## config.mk

```make
export PLATFORM = sky130hd
export DESIGN_NAME = fetch_queue
export DESIGN_NICKNAME = d
export VERILOG_FILES = /design/src/rtl/fetch_queue.sv
export SDC_FILE = /design/constraint.sdc
export NUM_CORES = 1
export LEC_CHECK = 0
export BUFFER_PORTS_ARGS = -buffer_cell sky130_fd_sc_hd__buf_2
export CORE_AREA = 2 2 175 220
export CTS_CLUSTER_SIZE = 24
export DETAILED_ROUTE_END_ITERATION = 12
export DIE_AREA = 0 0 177 222
export PLACE_DENSITY_LB_ADDON = 0.25
export REMOVE_ABC_BUFFERS = 1
export SLEW_MARGIN = 25
export SYNTH_ARGS = -nofsm -noshare
export SYNTH_HDL_FRONTEND = slang
export SYNTH_SLANG_ARGS = --single-unit
export TNS_END_PERCENT = 5
```

## constraint.sdc

```tcl
create_clock -name i_clk -period 2.3 [get_ports i_clk]
set_input_delay 0.46 -clock i_clk [delete_from_list [all_inputs] [get_ports i_clk]]
set_output_delay 0.46 -clock i_clk [all_outputs]
set_load 0.05 [all_outputs]
```

## src/rtl/fetch_queue.sv

```systemverilog
// Instruction-fetch front end: owns the fetch PC, runs a single-outstanding req/ack to imem and
// queues {pc, pc+4, instr} for decode. Optional zero-latency bypass: define FETCH_QUEUE_BYPASS_EN.
module fetch_queue #(
  parameter int unsigned DEPTH    = 4,
  parameter logic [31:0] RESET_PC = 32'h0
) (
  input  logic                     i_clk,
  input  logic                     i_rst,
  input  logic                     i_redirect,
  input  logic [31:0]              i_redirect_pc,
  input  logic                     i_stall,
  output logic                     o_imem_req,
  output logic [31:0]              o_imem_addr,
  input  logic                     i_imem_ack,
  input  logic [31:0]              i_imem_rdata,
  output logic                     o_vld,
  output logic [31:0]              o_instr,
  output logic [31:0]              o_pc,
  output logic [31:0]              o_pc_four,
  output logic [$clog2(DEPTH):0]   o_count
);

  localparam int AW = $clog2(DEPTH);
  localparam int CW = AW + 1;

  typedef enum logic [1:0] {IDLE, WAIT, DROP} state_t;

  state_t          state, state_nxt;
  logic [31:0]     fetch_pc;
  logic [31:0]     req_addr;
  logic [AW-1:0]   rd_ptr, wr_ptr;
  logic [CW-1:0]   count;
  logic [31:0]     q_instr   [DEPTH];
  logic [31:0]     q_pc      [DEPTH];
  logic [31:0]     q_pc_four [DEPTH];
  logic            issue, push, pop, bypass;

  always_comb begin
    issue = (state == IDLE) && (count < CW'(DEPTH)) && !i_redirect;
`ifdef FETCH_QUEUE_BYPASS_EN
    bypass = (state == WAIT) && i_imem_ack && (count == '0) && !i_stall && !i_redirect;
`else
    bypass = 1'b0;
`endif
    push = (state == WAIT) && i_imem_ack && !i_redirect && !bypass;
    pop  = (count != '0) && !i_stall && !i_redirect;
  end

  // A request already presented to imem cannot be withdrawn, so a redirect while waiting
  // parks in DROP until the stale ack arrives.
  always_comb begin
    state_nxt = state;
    case (state)
      IDLE: if (issue) state_nxt = WAIT;
      WAIT: begin
        if (i_imem_ack)      state_nxt = IDLE;
        else if (i_redirect) state_nxt = DROP;
      end
      DROP: if (i_imem_ack) state_nxt = IDLE;
      default: state_nxt = IDLE;
    endcase
  end

  always_ff @(posedge i_clk or negedge i_rst) begin
    if (!i_rst) begin
      state    <= IDLE;
      fetch_pc <= RESET_PC;
      req_addr <= RESET_PC;
    end else begin
      state <= state_nxt;
      if (i_redirect)
        fetch_pc <= {i_redirect_pc[31:2], 2'b00};
      else if ((state == WAIT) && i_imem_ack)
        fetch_pc <= fetch_pc + 32'd4;
      if (issue)
        req_addr <= fetch_pc;
    end
  end

  // Storage is cleared on flush so no stale PC survives a redirect on the head outputs.
  always_ff @(posedge i_clk or negedge i_rst) begin
    if (!i_rst) begin
      rd_ptr <= '0;
      wr_ptr <= '0;
      count  <= '0;
      for (int i = 0; i < int'(DEPTH); i++) begin
        q_instr[i]   <= '0;
        q_pc[i]      <= '0;
        q_pc_four[i] <= '0;
      end
    end else if (i_redirect) begin
      rd_ptr <= '0;
      wr_ptr <= '0;
      count  <= '0;
      for (int i = 0; i < int'(DEPTH); i++) begin
        q_instr[i]   <= '0;
        q_pc[i]      <= '0;
        q_pc_four[i] <= '0;
      end
    end else begin
      if (push) begin
        q_instr[wr_ptr]   <= i_imem_rdata;
        q_pc[wr_ptr]      <= req_addr;
        q_pc_four[wr_ptr] <= req_addr + 32'd4;
        wr_ptr            <= wr_ptr + AW'(1);
      end
      if (pop)
        rd_ptr <= rd_ptr + AW'(1);
      count <= count + CW'(push) - CW'(pop);
    end
  end

  always_comb begin
    o_imem_req  = (state != IDLE);
    o_imem_addr = (state == IDLE) ? fetch_pc : req_addr;
    o_count     = count;
    o_vld       = (count != '0) || bypass;
    o_instr     = bypass ? i_imem_rdata      : q_instr[rd_ptr];
    o_pc        = bypass ? req_addr          : q_pc[rd_ptr];
    o_pc_four   = bypass ? req_addr + 32'd4  : q_pc_four[rd_ptr];
  end

endmodule
```

== Word-level counts from Yosys, hierarchy flattened ==
Cells that the tools add are included.

* Add/subtract/negate cells: 6
* $lt $le $gt $ge: 4
* Equal/unequal tests: 5
* Muxes and demuxes: 33
* Bitwise logic cells: 2
* Reduce and logical (&&, ||, !) cells: 16

{| class="wikitable"
|+ Operators by type and width
! operator !! number
|-
| 128-bit two-way mux || 6
|-
| 128-bit bitwise mux || 3
|-
| 32-bit two-way mux || 10
|-
| 32-bit binary-select mux with 2-bit select || 3
|-
| 32-bit by 3-bit adder with 32-bit output (second input constant) || 2
|-
| 32-bit demux with 2-bit select || 1
|-
| 2-bit two-way mux || 8
|-
| 2-bit nonzero test || 4
|-
| 1-bit logical AND || 7
|-
| 3-bit >= comparator (second input constant) || 2
|-
| 2-bit NOT with 3-bit output || 2
|-
| 2-bit case mux with 3 select lines || 1
|-
| 2-bit by 1-bit adder with 2-bit output (second input constant) || 2
|-
| 2-bit inequality test (second input constant) || 2
|-
| 3-bit by 1-bit adder with 3-bit output || 1
|-
| 3-bit by 1-bit less-than comparator with 1-bit output (second input constant) || 1
|-
| 3-bit less-than comparator (second input constant) || 1
|-
| 3-bit two-way mux || 1
|-
| 3-bit inequality test (second input constant) || 1
|-
| 3-bit AND reduction || 1
|-
| 3-bit nonzero test || 1
|-
| 3-bit by 1-bit subtractor with 3-bit output || 1
|-
| 2-bit by 1-bit equality test with 1-bit output (second input constant) || 1
|-
| 2-bit equality test (second input constant) || 1
|-
| 2 further kinds || 3
|}

* Bits in registers: 457
* Bits of input ports: 69
* Output and inout bits: 133

== Longest topological paths before layout ==
* Depth in word-level cells: 8
* Gate-level depth with buffers: 10
* Mapped depth without buffers: 10

== Worst setup path after synthesis ==
OpenSTA, ideal clock, no wires.

* Path type: register to output
* Start: register state[0]
* End: output port o_imem_addr[22]
* Arrival: 2.503 ns
* Required time: 1.840 ns
* Setup slack: -0.663 ns
* Stages on the path, launching flop included: 5
* Buffers on the path: 2
* Cells stage by stage: dfrtp_1 > or2_2 > clkbuf_1 > buf_1 > o21ai_0

* Cells in the longest elaborated chain, start to end: 2

{| class="wikitable"
|+ RTL lines
! element !! line !! text
|-
| start: declaration || 28 || <nowiki>state_t state, state_nxt;</nowiki>
|-
| start signal: assignment || 70 || <nowiki>state <= state_nxt;</nowiki>
|-
| 2-bit logical NOT || 115 || <nowiki>o_imem_addr = (state == IDLE) ? fetch_pc : req_addr;</nowiki>
|-
| 32-bit two-way mux || 115 ||
|-
| end: declaration || 13 || <nowiki>output logic [31:0] o_imem_addr,</nowiki>
|}

Every way passes these cells.

== Worst setup path in the final report ==
* Start: register rd_ptr[0]
* End: output port o_pc[24]

* Cells in the longest elaborated chain, start to end: 4

{| class="wikitable"
|+ RTL lines
! element !! line !! text
|-
| start: declaration || 31 || <nowiki>logic [AW-1:0] rd_ptr, wr_ptr;</nowiki>
|-
| start signal: assignment || 108 || <nowiki>rd_ptr <= rd_ptr + AW'(1);</nowiki>
|-
| 2-bit NOT with 3-bit output (implied by the code) || 119 || <nowiki>o_pc = bypass ? req_addr : q_pc[rd_ptr];</nowiki>
|-
| 32-bit binary-select mux with 2-bit select || 119 ||
|-
| 32-bit two-way mux (implied by the code) (2 in a row) || 119 ||
|-
| end: declaration || 18 || <nowiki>output logic [31:0] o_pc,</nowiki>
|}

Every way passes these cells. The select of a mux whose other input is x is not followed.

==> impl_metrics.py <==
metrics = {
    "worst_setup_path": {
        "cp-endpoint": "o_pc[24]",
        "rr_worst_depth": 10,
        "setup.worst_path.start_class": "register",
        "r2r_start": "state[1]",
        "r2r-end": "o_count[2]",
        "r2r_slack_ns": 0.26,
        "critPathSlowestCell": "mux4_2",
        "crit_start": "rd_ptr[0]",
        "slowest_delay_ns": 0.57,
        "path_cells": "buf_12 > buf_16 > mux4_2 > buf_6",
        "crit_path_max_fanout": 10,
        "path_buf_inv": 3,
        "cp_num_cells": 4,
        "arrival_ns": 2.12,
        "cp.required_ns": 1.84,
        "crit_family": "multiplexers",
        "criticalPathCategory": "reg2out",
        "end_kind": "primary output",
    },
    "die": {
        "core-area_sq_um": 37100,
        "dieWidth_um": 177,
        "dieArea_sq_um": 39300,
        "die_h_um": 222,
        "start_util_pct": 52.6,
        "ios": 202,
        "rows": 79,
    },
    "timing": {
        "max_freq_mhz": 387,
        "fin_crit_ns": 2.58,
        "worst_slack_ns": -0.283,
        "rsz0062_at_grt": "true",
        "finalMaxSlewViolations": 0,
        "setup_viol": 117,
        "fin_worst_skew_ns": 0.0139,
        "fin_setup_tns_ns": -24.18,
        "max_slew_margin_pct": 59.5,
        "period_share_pct": 112,
        "tightest_slew_ns": 0.603,
        "hold_viol_final": 0,
    },
    "clock_network": {
        "cts_tree": "done",
        "root_buffer": "clkbuf_16",
        "clk_latency_ns": 0.55,
        "cts_made_buffers": 44,
        "clkTransAtPathRegs_ns": 0.06,
        "ctsHtreeMaxLevel": 2,
        "max-clock-path-buffers": 3,
        "clkSinkCount": 441,
    },
    "place": {
        "dpl.hpwl_mm": 32.6,
        "placed_cell_area_sq_um": 21600,
        "io_buffers": 197,
        "place.gp.congestion": 0.865,
        "pre_cts_ws_ns": 0.148,
    },
    "global_routing": {
        "grt_pass1_wl_mm": 84.9,
        "overflow": 0,
        "grt_pass1_vias": 14800,
        "antenna_found_initial": 1,
        "grt_start_max_net_pins": 79,
        "grt_use_total_pct": 27.7,
    },
    "synthesis": {
        "yosysWarnings": 0,
        "syn_area_per_cell_sq_um": 12.7,
        "ys.flop_type": "dfrtp_1",
        "syn_inst": 1536,
        "yosysSeqAreaShare_pct": 56.6,
        "ys_types": 41,
        "synth_edf_count": 0,
        "synth-seq-cells": 441,
        "syn-cell-area_sq_um": 19500,
        "async_flop_share_pct": 100,
    },
    "pwr": {
        "power.leakage_nw": 10.8,
        "ir_drop_uv": 861,
        "power_density_nw_per_um2": 993,
    },
    "finish": {
        "antenna_cells": 0,
        "final_area_sq_um": 23900,
        "fin_util_pct": 64.6,
        "final_cell_mix": "dfrtp_1, a22o_1, nand2_1",
        "drive_gt1_share_pct": 30.1,
        "nets": 1808,
        "area_growth_pct": 22.7,
        "final_common_cell": "dfrtp_1",
    },
    "worst_hold_path": {
        "hold_path.startpoint": "i_redirect_pc[5]",
        "hp-class": "in2reg",
    },
    "drt": {
        "via_count": 14000,
        "wl_per_cell_um": 23.7,
        "wl_mm": 53.3,
        "drtIter0Drc": 1503,
        "dr.pass1.iters": 5,
        "ant_nets": 0,
        "via_per_inst": 6.23,
        "drc": 0,
    },
    "run_status": {
        "failed_checks": "negative setup slack",
        "outcome": "complete, but fails checks",
    },
    "flow_run": {
        "drv_cap": 0,
    },
}
==> stage by stage <==
stage	hold slack, ns	instances	total power [mW]
2_1_floorplan	0.164	1386	13.2
3_3_place_gp	0.411	2160	15.8
3_5_place_dp	0.417	2160	15.9
4_1_cts	0.105	2248	23.9
5_1_grt	0.121	2247	24.7
6_report	0.120	2247	23.8
==> report_power, final <==
| part | switching (mW) | internal, mW | total, mW |
|---|---|---|---|
| clock network | 2.96 | 4.03 | 6.99 |
| logic | 4.81 | 3.14 | 7.95 |
| registers | 0.491 | 8.33 | 8.82 |
| total | 8.26 | 15.5 | 23.8 |
==> state kept, by name, indices dropped and copies added, names as in the netlist <==
name	cells
rd_ptr	2
o_count	3
fetch_pc	30
wr_ptr	2
q_instr	128
q_pc_four	120
q_pc	124
state	2
req_addr	30
==> cell families (layout without fill, tap and decap cells) <==
family,after synthesis,after routing,synth area share (%)
xor+xnor,61,61,2.74
simple gates,302,302,7.41
other cells,1,2,0.0192
mux,151,151,14.1
compound gates,409,409,15.2
fa+ha+maj,9,9,0.616
buf+inv,162,386,3.32
flops,441,441,56.6
==> synthesized netlist by cell type (14+ instances only) <==
master | n | area share [%]
a22o_1 | 244 | 11
and2_1 | 17 | 0.55
clkbuf_1 | 122 | 2.3
dfrtp_1 | 441 | 57
mux2_2 | 51 | 2.9
mux4_2 | 93 | 11
nand2_1 | 187 | 3.6
nand3_1 | 19 | 0.49
nor3_1 | 14 | 0.36
o21ai_0 | 150 | 3.8
xnor2_1 | 35 | 1.6
xor2_1 | 26 | 1.2
==> metal layers <==
metal | wire length (um) | GRT usage (%) | part of all wire, %
met3 | 3170 | 4.17 | 5.9
met2 | 26700 | 45.5 | 50
met4 | 1330 | 7.97 | 2.5
met5 | 0 | 0 | 0
met1 | 22100 | 38.3 | 41
==> how the worst min path moves through the flow <==
stage / slack, ns / end / depth (start not counted)
floorplan: 0.16 / fetch_pc[10] / 0
global placement: 0.41 / o_count[0] / 1
detailed placement: 0.42 / o_count[0] / 1
CTS: 0.11 / fetch_pc[19] / 3
global route: 0.12 / fetch_pc[19] / 3
finish: 0.12 / fetch_pc[5] / 3
==> repair_timing <==
action	in CTS	in global routing
pin swaps	0	0
cloned	4	2
hold buffers	1	0
hold endpoints to repair	39	0
buffers inserted	6	0
setup endpoints to repair	127	124
resized for setup	241	13
==> worst reg2reg max path, stage by stage, from the launching register on <==
cell	delay (ns)
dfrtp_1	0.42
nand3b_1	0.20
nor2_1	0.13
inv_1	0.07
ha_1	0.28
inv_1	0.05
ha_1	0.13
inv_1	0.05
fa_1	0.38
xnor2_1	0.17
nor2_1	0.05
==> final cells by class <==
class	instances	area (sq um)
Clock buffer	70	1320
Fill cell	2839	13100
Tap cell	486	608
Clock inverter	7	60.1
Inverter	11	41.3
Timing Repair Buffer	298	2970
Sequential cell	441	11000
Multi-Input combinational cell	934	7890
Note: power is estimated with default switching activity, not from simulation.
